`config.mk`:
```
export PLATFORM = sky130hd
export DESIGN_NAME = imm_encoder
export DESIGN_NICKNAME = d
export VERILOG_FILES = /design/src/rtl/imm_encoder.sv
export SDC_FILE = /design/constraint.sdc
export NUM_CORES = 1
export LEC_CHECK = 0
export CORE_MARGIN = 8
export CORE_UTILIZATION = 40
export CTS_CLUSTER_DIAMETER = 150
export DETAILED_ROUTE_END_ITERATION = 10
export PLACE_DENSITY = 0.69
export SLEW_MARGIN = 10
export SYNTH_ARGS = -nofsm -noshare
export SYNTH_HDL_FRONTEND = slang
export SYNTH_SLANG_ARGS = --single-unit
```
`constraint.sdc`:
```
create_clock -name clk_i -period 1.8 [get_ports clk_i]
set_input_delay 0.36 -clock clk_i [delete_from_list [all_inputs] [get_ports clk_i]]
set_output_delay 0.36 -clock clk_i [all_outputs]
set_load 0.02 [all_outputs]
```
`src/rtl/imm_encoder.sv`:
```
// Instruction-word encoder: packs a decoded field bundle into a 32-bit word and queues it in a small FIFO.
// Optional macro IMM_RANGE_CHECK_EN turns out-of-range immediates into NOP with an error flag.
`timescale 1ns/1ps
module imm_encoder #(
    parameter int DEPTH = 2,
    parameter int CNT_W = 16
) (
    input  logic             clk_i,
    input  logic             rst_n_i,
    input  logic             flush_i,
    input  logic             in_valid_i,
    output logic             in_ready_o,
    input  logic [2:0]       in_fmt_i,
    input  logic [6:0]       in_opcode_i,
    input  logic [4:0]       in_rd_i,
    input  logic [4:0]       in_rs1_i,
    input  logic [4:0]       in_rs2_i,
    input  logic [2:0]       in_funct3_i,
    input  logic [6:0]       in_funct7_i,
    input  logic [31:0]      in_imm_i,
    output logic             out_valid_o,
    input  logic             out_ready_i,
    output logic [31:0]      out_instr_o,
    output logic             out_err_o,
    output logic [CNT_W-1:0] enc_count_o
);

    localparam int PTR_W = $clog2(DEPTH);
    localparam int OCC_W = PTR_W + 1;
    localparam logic [OCC_W-1:0] FULL_OCC = OCC_W'(DEPTH);
    localparam logic [31:0] NOP_WORD = 32'h0000_0013;

    typedef enum logic [2:0] {
        FMT_R = 3'd0,
        FMT_I = 3'd1,
        FMT_S = 3'd2,
        FMT_B = 3'd3,
        FMT_U = 3'd4,
        FMT_J = 3'd5
    } fmt_e;

`ifdef IMM_RANGE_CHECK_EN
    function automatic logic imm_out_of_range(input logic [2:0] fmt, input logic [31:0] imm);
        logic signed [31:0] simm;
        logic               bad;
        simm = $signed(imm);
        case (fmt)
            FMT_I, FMT_S: bad = (simm < -32'sd2048) || (simm > 32'sd2047);
            FMT_B:        bad = (simm < -32'sd4096) || (simm > 32'sd4094) || imm[0];
            FMT_J:        bad = (simm < -32'sd1048576) || (simm > 32'sd1048574) || imm[0];
            FMT_U:        bad = (imm[11:0] != 12'd0);
            default:      bad = 1'b0;
        endcase
        return bad;
    endfunction
`endif

    // Returns {err, word}; immediate bit placement mirrors the core's immediate decode.
    function automatic logic [32:0] encode_bundle(
        input logic [2:0]  fmt,
        input logic [6:0]  op,
        input logic [4:0]  rd,
        input logic [4:0]  rs1,
        input logic [4:0]  rs2,
        input logic [2:0]  f3,
        input logic [6:0]  f7,
        input logic [31:0] imm
    );
        logic [31:0] word;
        logic        err;
        err = 1'b0;
        case (fmt)
            FMT_R:   word = {f7, rs2, rs1, f3, rd, op};
            FMT_I:   word = {imm[11:0], rs1, f3, rd, op};
            FMT_S:   word = {imm[11:5], rs2, rs1, f3, imm[4:0], op};
            FMT_B:   word = {imm[12], imm[10:5], rs2, rs1, f3, imm[4:1], imm[11], op};
            FMT_U:   word = {imm[31:12], rd, op};
            FMT_J:   word = {imm[20], imm[10:1], imm[11], imm[19:12], rd, op};
            default: begin
                word = NOP_WORD;
                err  = 1'b1;
            end
        endcase
`ifdef IMM_RANGE_CHECK_EN
        if (!err && imm_out_of_range(fmt, imm)) begin
            word = NOP_WORD;
            err  = 1'b1;
        end else begin
            word = word;
        end
`endif
        return {err, word};
    endfunction

    logic             ready_en_q, ready_en_d;
    logic [PTR_W-1:0] wr_ptr_q, wr_ptr_d;
    logic [PTR_W-1:0] rd_ptr_q, rd_ptr_d;
    logic [OCC_W-1:0] occ_q, occ_d;
    logic [CNT_W-1:0] cnt_q, cnt_d;
    logic [31:0]      mem_word_q [DEPTH];
    logic             mem_err_q  [DEPTH];

    logic        push_s;
    logic        pop_s;
    logic        not_empty_s;
    logic [31:0] enc_word_s;
    logic        enc_err_s;

    // Ready, valid and handshake qualifiers; ready is gated until the first edge after reset.
    always_comb begin
        not_empty_s = (occ_q != {OCC_W{1'b0}});
        in_ready_o  = ready_en_q & (occ_q != FULL_OCC) & ~flush_i;
        out_valid_o = not_empty_s;
        push_s      = in_valid_i & in_ready_o;
        pop_s       = not_empty_s & out_ready_i & ~flush_i;
        {enc_err_s, enc_word_s} = encode_bundle(in_fmt_i, in_opcode_i, in_rd_i, in_rs1_i,
                                                in_rs2_i, in_funct3_i, in_funct7_i, in_imm_i);
    end

    // Head of queue; forced to zero while empty so reset presents a clean word.
    always_comb begin
        if (not_empty_s) begin
            out_instr_o = mem_word_q[rd_ptr_q];
            out_err_o   = mem_err_q[rd_ptr_q];
        end else begin
            out_instr_o = 32'h0000_0000;
            out_err_o   = 1'b0;
        end
        enc_count_o = cnt_q;
    end

    // Pointer, occupancy and counter next-state.
    always_comb begin
        ready_en_d = 1'b1;
        wr_ptr_d   = wr_ptr_q;
        rd_ptr_d   = rd_ptr_q;
        occ_d      = occ_q;
        cnt_d      = cnt_q;
        if (push_s) begin
            cnt_d = cnt_q + CNT_W'(1);
        end else begin
            cnt_d = cnt_q;
        end
        if (flush_i) begin
            wr_ptr_d = {PTR_W{1'b0}};
            rd_ptr_d = {PTR_W{1'b0}};
            occ_d    = {OCC_W{1'b0}};
        end else begin
            if (push_s) begin
                wr_ptr_d = wr_ptr_q + PTR_W'(1);
            end else begin
                wr_ptr_d = wr_ptr_q;
            end
            if (pop_s) begin
                rd_ptr_d = rd_ptr_q + PTR_W'(1);
            end else begin
                rd_ptr_d = rd_ptr_q;
            end
            case ({push_s, pop_s})
                2'b10:   occ_d = occ_q + OCC_W'(1);
                2'b01:   occ_d = occ_q - OCC_W'(1);
                default: occ_d = occ_q;
            endcase
        end
    end

    // State registers and buffer storage.
    always_ff @(posedge clk_i or negedge rst_n_i) begin
        if (!rst_n_i) begin
            ready_en_q <= 1'b0;
            wr_ptr_q   <= {PTR_W{1'b0}};
            rd_ptr_q   <= {PTR_W{1'b0}};
            occ_q      <= {OCC_W{1'b0}};
            cnt_q      <= {CNT_W{1'b0}};
            for (int i = 0; i < DEPTH; i++) begin
                mem_word_q[i] <= 32'h0000_0000;
                mem_err_q[i]  <= 1'b0;
            end
        end else begin
            ready_en_q <= ready_en_d;
            wr_ptr_q   <= wr_ptr_d;
            rd_ptr_q   <= rd_ptr_d;
            occ_q      <= occ_d;
            cnt_q      <= cnt_d;
            if (push_s) begin
                mem_word_q[wr_ptr_q] <= enc_word_s;
                mem_err_q[wr_ptr_q]  <= enc_err_s;
            end
        end
    end

endmodule

```
==> results of run 1 <==
## cells by family after synthesis
logic type               Yosys count  share of synthesized area [%]
buffers and inverters             38                           3.82
AO/OA/AOI/OAI                    112                           15.1
AND/OR/NAND/NOR                  161                           17.2
adder cells (fa/ha/maj)            1                          0.287
multiplexers                      42                           10.1
XOR/XNOR                          17                           3.42
other                              1                         0.0861
flip-flops                        87                           50.0
## registers in the layout, indices dropped and copies added, names as in the netlist
signal / count
occ_q: 2
ready_en_q: 1
mem_err_q: 2
rd_ptr_q: 1
enc_count_o: 16
wr_ptr_q: 1
mem_word_q: 64
## placed cells by master, fill, tap and decap left out, drive strengths merged, types with 11 or more instances in the layout
| cell type | instances |
|---|---|
| a21oi | 12 |
| a22oi | 22 |
| buf | 75 |
| clkdlybuf4s50 | 77 |
| dfrtp | 87 |
| mux2i | 35 |
| nand2 | 76 |
| nor2 | 40 |
| nor2b | 11 |
| o21ai | 67 |
| xnor2 | 15 |
## area by class of cell
class                   count  area, sq um  share of cell area, %
inverters                   5         18.8                  0.301
flip-flops and latches     87         2180                   35.0
multi-input cells         334         2050                   32.9
well taps                 140          175                   2.81
repair buffers            163         1590                   25.5
clock buffers               9          124                   1.99
clock inverters             4         97.6                   1.57
## metal layers
metal / vias up / part of all wire (%)
met5: - / 0
met2: 132 / 46
met3: 10 / 7.9
met1: 1816 / 45
met4: 0 / 1.2
li1: 1866 / -
## worst paths after layout
path | from | end | slack, ns | cells after the start
max | rd_ptr_q | out_instr_o[14] | -0.03 | 5
min | enc_count_o[15] | enc_count_o[15] | 0.47 | 1
max reg2reg | occ_q[0] | mem_word_q[52] | 0.10 | 6
min reg2reg | enc_count_o[15] | enc_count_o[15] | 0.47 | 1
max in group asynchronous | rst_n_i | mem_word_q[63] | 0.73 | 3
min in group asynchronous | rst_n_i | enc_count_o[6] | 0.50 | 2
## power breakdown
part           internal, W  switching [W]  total [W]
clock network     0.000899       0.000646    0.00155
logic             0.000600       0.000594    0.00119
registers          0.00230       0.000218    0.00251
total              0.00380        0.00146    0.00525
## timing repair
action	4_1_cts	5_1_grt
cloned	1	1
buffers inserted	5	3
pin swaps	2	7
endpoints found under the setup margin	39	52
hold endpoints to repair	31	0
gates resized for setup	165	35
hold buffers	1	0
## per-stage QoR
stage,utilization (%),instances,instance area (sq um)
6_report,58.0,742,6230
5_1_grt,58.0,742,6230
4_1_cts,56.9,739,6110
3_5_place_dp,55.1,719,5920
3_3_place_gp,55.1,719,5920
2_1_floorplan,-,459,4360
## worst max-delay path, stage by stage, from the launching register on
cell and delay [ns]:
dfrtp_2 0.47, buf_6 0.16, buf_6 0.12, mux2i_1 0.11, nor2_1 0.11, buf_4 0.15
==> impl_results.md, run 1 <==
- Final-report setup violation count: 4
- Lkg Pwr: 2.78 nW
- Syn Area/Cell: 9.49 sq um
- Clk pin slew, worst setup/hold paths: 0.08 ns
- Row count: 38
- Max Slew Vio Count: 0
- DRT iter0 DRCs: 179
- Worst Path Required: 1.44 ns
- Critical path type: reg2out
- Die area: 0.0145 sq mm
- Total power: 0.00525 W
- CTS Buffer Depth: 2
- EDFF count, synth: 0
- Yosys reg bits: 87
- Failing checks: negative setup slack
- Die Y: 120 um
- PnR worst setup slack: -0.0251 ns
- Global Route met3 Usage: 5.45%
- H-tree level count: 3
- Mapped Nets: 532
- Largest net degree at the start of global routing: 65
- Fin crit share: 101%
- Ys flop type: dfrtp_1
- Fillers: 989
- Hold Fails Final Rpt: 0
- Most common cell in the synthesized netlist: dfrtp_1
- CP arrival: 1.47 ns
- Area growth, synth to finish: 43.0%
- Die width: 120 um
- Status: finished, violations left
- Clock sink count: 87
- First-pass GRT wire length: 19,400 um
- CTS tree: done
- Leading area contributor after synthesis: dfrtp_1
- Yosys top cell area share: 50.0%
- TritonRoute pass-1 iters: 4
- Met1 Usage GRT: 20.5%
- RSZ-0062 raised after global routing: yes
- Max Fclk: 548 MHz
- Synth top cells by count: dfrtp_1 (87), nand2_1 (76), o21ai_0 (64), nor2_1 (40), mux2i_1 (35)
- DRC: 0
- Area contributors post-synth: dfrtp_1 (50%), mux2i_1 (8.0%), o21ai_0 (7.4%)
- Min Hold Slack: 0.474 ns
- Worst-Skew Late Latency: 0.35 ns
- Synthesized cell area: 0.00436 sq mm
- Io pins: 123
- Diode count: 0
- Final min period: 1.83 ns
- Skew final: 0.00637 ns
- Starting Density: 40.5%
- Wire length per cell after detailed routing: 16.0 um
- Place WS: -0.383 ns
- DRT antenna net count: 0
- GPL Wtd Cong: 0.916
- Gr usage total: 16.6%
- Sequential area share after synthesis: 50.0%
- Share of cells above drive strength 1: 18.6%
- Initial antenna violation count: 0
- GR peak layer: met2
- Synthesized instance count: 459
- Final TNS setup: -0.0710 ns
- Synth warn: 0
- Count of unique library cells instantiated by Yosys: 36
- Drt total wl: 11,900 um
- CP startpoint kind: register
- CP Capture Type: primary output
- Maxcap violations: 0
- Nets: 673
- Crit Path Max Fanout: 4
- Max IR drop VDD: 0.476 mV
- Vias in the first global route: 3,959
- CTS buffer count: 9
- M2 GR Usage: 26.4%
- Power per Cell Area: 844 mW/mm^2
- Core footprint: 0.0107 sq mm
- Vias per cell: 5.15
- Routed vias: 3,824
- Dpl hpwl: 8790 um
- Grt total ovfl: 0
- Worst min path class: reg2reg
- Root Driver: clkbuf_8
- FFs w/ async S/R, synth: 100%
- Buffers on Ports: 122
No activity file was read; power rests on OpenSTA's default activity.
==> run 2: changes to the inputs <==
Settings changed: CORE_ASPECT_RATIO set to 1.2.
==> run 2 against run 1 <==
  * The run still ends with negative setup slack left
  * Flip-flop and latch count unchanged
  * Register-to-register slack gained 0.09 ns
  * Final cell count decreased by 1.5%
  * Critical path type unchanged
  * Critical endpoint is now out_instr_o[4]
  * Highest routed layer unchanged
==> impl_results.md, run 2 (synthesis results as in run 1) <==
- Status: finished, violations left
- Failing checks: negative setup slack
- Fin crit share: 106% (+4.4 points)
- Root Driver: clkbuf_16
- First-pass GRT wire length: 19,500 um (+0.50%)
- CP Cell Sequence: buf_6 > clkbuf_16 > buf_8 > mux2i_1 > nor2_1 > buf_4
- Skew final: 0.00639 ns (+0.0000248 ns)
- Die area: 0.0145 sq mm (about the same)
- Non-Filler Instances: 731 (-1.5%)
- Area growth, synth to finish: 47.9%
- Hold Fails Final Rpt: 0 (unchanged)
- Worst-Skew Late Latency: 0.33 ns (-0.02 ns)
- Nets: 670 (-0.45%)
- H-tree level count: 3 (unchanged)
- Power per Cell Area: 905 mW/mm^2 (+7.3%)
- Final min period: 1.90 ns (+0.0797 ns)
- Core footprint: 0.0106 sq mm (-1.7%)
- CP startpoint kind: register
- Commonest non-fill, non-tap cell in the layout: dfrtp_1
- Drt total wl: 12,300 um (+3.8%)
- Largest net degree at the start of global routing: 65 (unchanged)
- Crit path buf inv count: 4 (+1)
- Worst min path class: reg2reg
- Maxcap violations: 0 (unchanged)
- Max IR drop VDD: 0.500 mV (+4.9%)
- Max Fclk: 525 MHz (-4.2%)
- GPL Wtd Cong: 0.801 (-13%)
- PnR worst setup slack: -0.105 ns (-0.0797 ns)
- Vias in the first global route: 3,910 (-1.2%)
- Placed instance area: 0.00587 sq mm (-0.87%)
- Gr usage total: 16.5% (-0.090 points)
- Share of cells above drive strength 1: 19.9% (+1.3 points)
- Initial antenna violation count: 0 (unchanged)
- CTS buffer count: 9 (unchanged)
- Wire length per cell after detailed routing: 16.9 um (+5.3%)
- Lkg Pwr: 2.78 nW (+0.13%)
- CP arrival: 1.54 ns (+0.07 ns)
- CTS tree: done
- TritonRoute pass-1 iters: 4 (unchanged)
- Diode count: 0 (unchanged)
- DRT antenna net count: 0 (unchanged)
- Vias per cell: 5.28 (+2.5%)
- Footprint of the multi-input gates: 0.00211 sq mm (+2.9%)
- Buffers on Ports: 122 (unchanged)
- Starting Density: 41.2% (+0.68 points)
- Place WS: -0.238 ns (+0.145 ns)
- Clk pin slew, worst setup/hold paths: 0.06 ns (-0.02 ns)
- Fillers: 907 (-8.3%)
- Crit Path Max Fanout: 7 (+3)
- Dpl hpwl: 8610 um (-2.0%)
- Post-route cell area: 0.00644 sq mm (+3.4%)
- Grt total ovfl: 0 (unchanged)
- Die Y: 130 um (+8.3%)
- DRC: 0 (unchanged)
- Max reg flops: 64 (unchanged)
- Cell family with the largest share of critical-path delay: buffers and inverters
- Critical path type: reg2out
- Number of instances in the placed design: 703 (-2.2%)
- Max Slew Vio Count: 0 (unchanged)
- Io pins: 123 (unchanged)
- Commonest cells after routing, fill and taps aside: dfrtp_1 (86), clkdlybuf4s50_1 (84), nand2_1 (76)
- Final-report setup violation count: 27 (+23)
- Area occupied by registers: 0.00218 sq mm (unchanged)
- Routed vias: 3,863 (+1.0%)
- CTS Buffer Depth: 2 (unchanged)
- Final TNS setup: -1.03 ns (-0.961 ns)
- Final Util: 61.0% (+3.0 points)
- Row count: 41 (+7.9%)
- Max incr delay on CP: 0.41 ns (-0.06 ns)
- DRT iter0 DRCs: 120 (-33%)
- RSZ-0062 raised after global routing: yes
- Die width: 111 um (-7.6%)
- Clock sink count: 87 (unchanged)
- CP max stage cell: dfrtp_2
- Top reg by flops: mem_word_q
- CP Capture Type: primary output
- Worst Path Required: 1.44 ns (about the same)
[run 2: final timing paths]
check	cells past startpoint	slack, ns	from	to
max in group asynchronous	3	0.73	rst_n_i	mem_word_q[41]
max reg2reg	4	0.19	occ_q[0]	mem_word_q[20]
min reg2reg	1	0.47	enc_count_o[15]	enc_count_o[15]
min in group asynchronous	2	0.50	rst_n_i	enc_count_o[2]
min	1	0.47	enc_count_o[15]	enc_count_o[15]
max	6	-0.10	rd_ptr_q	out_instr_o[4]
[run 2: worst register-to-register path, cell delays in order, from the launching register on]
cell and delay (ns):
dfrtp_1 0.40, buf_4 0.15, and2b_1 0.23, nor4_1 0.33, mux2_2 0.38
[run 2: area by class of cell]
class / count / share of cell area [%]
flip-flops and latches: 87 / 33.8
clock buffers: 11 / 3.92
repair buffers: 160 / 25.5
multi-input cells: 334 / 32.7
well taps: 129 / 2.51
clock inverters: 5 / 1.24
inverters: 5 / 0.291
[run 2: repair_timing]
item,CTS,global route
cloned,1,4
setup endpoints to repair,35,37
hold buffers,1,0
buffers inserted,2,6
resized for setup,138,74
hold endpoints to repair,28,0
pin swaps,1,7
[run 2: report_power, final]
part | switching [W] | total (W) | internal, W | leakage, nW
sequential | 0.000231 | 0.00253 | 0.00230 | 1.14
clock | 0.000750 | 0.00204 | 0.00129 | 0.158
combinational | 0.000623 | 0.00126 | 0.000637 | 1.49
total | 0.00160 | 0.00583 | 0.00423 | 2.78
[run 2: stage by stage]
step / hold slack [ns] / total power (W)
after floorplan: 0.0644 / 0.00316
after global placement: 0.314 / 0.00368
after detailed placement: 0.323 / 0.00374
after CTS: 0.474 / 0.00580
after global routing: 0.483 / 0.00613
final: 0.472 / 0.00583
[run 2: metal layers]
metal  wire, um  GRT usage (%)  up-vias
met1       5190           20.4     1863
met2       6020           26.0      126
met4        222           7.46        0
met3        904           5.10       16
li1           -              -     1858
met5          0              0        -
==> run 3: changes to the inputs <==
Settings changed: HOLD_SLACK_MARGIN set to 0.1, TNS_END_PERCENT set to 1.
==> run 3 against run 2 <==
  * The flow still finishes with violations (negative setup slack)
  * Sequential power is essentially flat
  * Sequential share of layout area grew 1.5 points
  * Combinational power shrank 6%
  * Hold slack is essentially flat
  * Critical endpoint is now out_instr_o[0]
==> impl_results.md, run 3 (synthesis results as in run 1) <==
- Critical path type: reg2out
- Routed vias: 3,799 (-1.7%)
- Initial antenna violation count: 0 (unchanged)
- Row count: 41 (unchanged)
- DRC: 0 (unchanged)
- Maxcap violations: 0 (unchanged)
- Top reg by flops: mem_word_q
- Worst-Skew Late Latency: 0.33 ns (about the same)
- Core footprint: 0.0106 sq mm (unchanged)
- Commonest non-fill, non-tap cell in the layout: dfrtp_1
- CP Capture Type: primary output
- Max Slew Vio Count: 0 (unchanged)
- Largest net degree at the start of global routing: 65 (unchanged)
- Power per Cell Area: 929 mW/mm^2 (+2.7%)
- Fin crit share: 104% (-2.1 points)
- Lkg Pwr: 2.69 nW (-3.3%)
- DRT iter0 DRCs: 121 (+0.83%)
- Nets: 663 (-1.0%)
- Worst r2r src: occ_q[0]
- Share of cells above drive strength 1: 17.0% (-3.0 points)
- CTS buffer count: 9 (unchanged)
- Final Util: 58.3% (-2.6 points)
- Worst min path class: reg2reg
- Max IR drop VDD: 0.496 mV (-0.77%)
- Area growth, synth to finish: 41.5%
- Die area: 0.0145 sq mm (unchanged)
- R2R depth: 4 (unchanged)
- Clock sink count: 87 (unchanged)
- Root Driver: clkbuf_16
- Final min period: 1.87 ns (-0.0376 ns)
- R2R setup slack: 0.21 ns (+0.02 ns)
- Hold Path Stages: 1 (unchanged)
- Failing checks: negative setup slack
- Max reg flops: 64 (unchanged)
- Buffers on Ports: 122 (unchanged)
- Grt total ovfl: 0 (unchanged)
- Vias in the first global route: 3,905 (-0.13%)
- Starting Density: 41.2% (unchanged)
- Place WS: -0.238 ns (unchanged)
- Post-route cell area: 0.00616 sq mm (-4.3%)
- Gr usage total: 16.2% (-0.28 points)
- CTS tree: done
- Worst Path Required: 1.44 ns (about the same)
- Die width: 111 um (unchanged)
- Drt total wl: 11,800 um (-4.6%)
- GPL Wtd Cong: 0.801 (unchanged)
- First-pass GRT wire length: 19,200 um (-1.3%)
- Dpl hpwl: 8610 um (unchanged)
- Total power: 0.00573 W (-1.7%)
- Commonest cells after routing, fill and taps aside: dfrtp_1 (86), clkdlybuf4s50_1 (84), nand2_1 (76)
- RSZ-0062 raised after global routing: yes
- CP arrival: 1.51 ns (-0.03 ns)
- Hold_sp: enc_count_o[15]
- Hold Fails Final Rpt: 0 (unchanged)
- FF-to-FF End: mem_word_q[52]
- Endpoint of the worst hold path: enc_count_o[15]
- DRT antenna net count: 0 (unchanged)
- Status: finished, violations left
- Max Fclk: 536 MHz (+2.0%)
- CTS Buffer Depth: 2 (unchanged)
- Diode count: 0 (unchanged)
- Vias per cell: 5.25 (-0.71%)
- PnR worst setup slack: -0.0672 ns (+0.0376 ns)
- Final-report setup violation count: 13 (-52%)
- Crit Path Max Fanout: 11 (+4)
- TritonRoute pass-1 iters: 4 (unchanged)
- H-tree level count: 3 (unchanged)
- Placed instance area: 0.00587 sq mm (unchanged)
- Skew final: 0.00605 ns (-0.000337 ns)
- Wire length per cell after detailed routing: 16.3 um (-3.6%)
- Clk pin slew, worst setup/hold paths: 0.06 ns (about the same)
- Io pins: 123 (unchanged)
- CP startpoint kind: register
- Fillers: 936 (+3.2%)
- Die Y: 130 um (unchanged)
- Final TNS setup: -0.352 ns (+0.681 ns)
run 3: stage by stage:
step	hold slack (ns)	std cells
after floorplan	0.0644	459
after global placement	0.314	703
after detailed placement	0.323	703
after CTS	0.474	720
after global routing	0.483	724
final	0.472	724
run 3: repair_timing:
item / CTS / global route
gates resized for setup: 122 / 33
pin swaps: 1 / 0
hold buffers: 1 / 0
setup endpoints to repair: 35 / 28
endpoints found under the hold margin: 28 / 0
gates cloned: 0 / 1
setup buffers: 0 / 3
run 3: power breakdown:
group,leakage (nW),internal [W],switching (W)
clock network,0.158,0.00129,0.000745
logic,1.40,0.000590,0.000588
registers,1.14,0.00230,0.000219
total,2.69,0.00418,0.00155
run 3: worst max path at each step:
stage	from	endpoint	slack [ns]	cells past startpoint
after detailed placement	in_fmt_i[0]	mem_word_q[58]	-0.24	6
after CTS	rd_ptr_q	out_err_o	-0.17	4
final	rd_ptr_q	out_instr_o[0]	-0.07	5
after floorplan	occ_q[0]	out_instr_o[10]	0.29	3
after global routing	rd_ptr_q	out_instr_o[0]	-0.13	5
after global placement	flush_i	in_ready_o	-0.21	4
run 3: worst max-delay path, stage by stage (launching register included):
cell and delay, ns:
dfrtp_2 0.45, buf_6 0.14, clkbuf_16 0.17, mux2i_1 0.12, nor2_1 0.13, buf_4 0.16
run 3: area by class of cell:
cell class,instances,area [sq um],share of cell area [%]
clock buffers,11,253,4.10
clock inverters,5,80.1,1.30
inverters,5,18.8,0.304
multi-input cells,334,2030,33.0
flip-flops and latches,87,2180,35.3
well taps,129,161,2.62
repair buffers,153,1440,23.4
run 3: metal layers:
metal,wire length [um],up-vias,global-route usage [%]
met1,5210,1812,19.9
li1,-,1844,-
met5,0,-,0
met2,5480,127,25.7
met3,862,16,5.14
met4,221,0,7.46
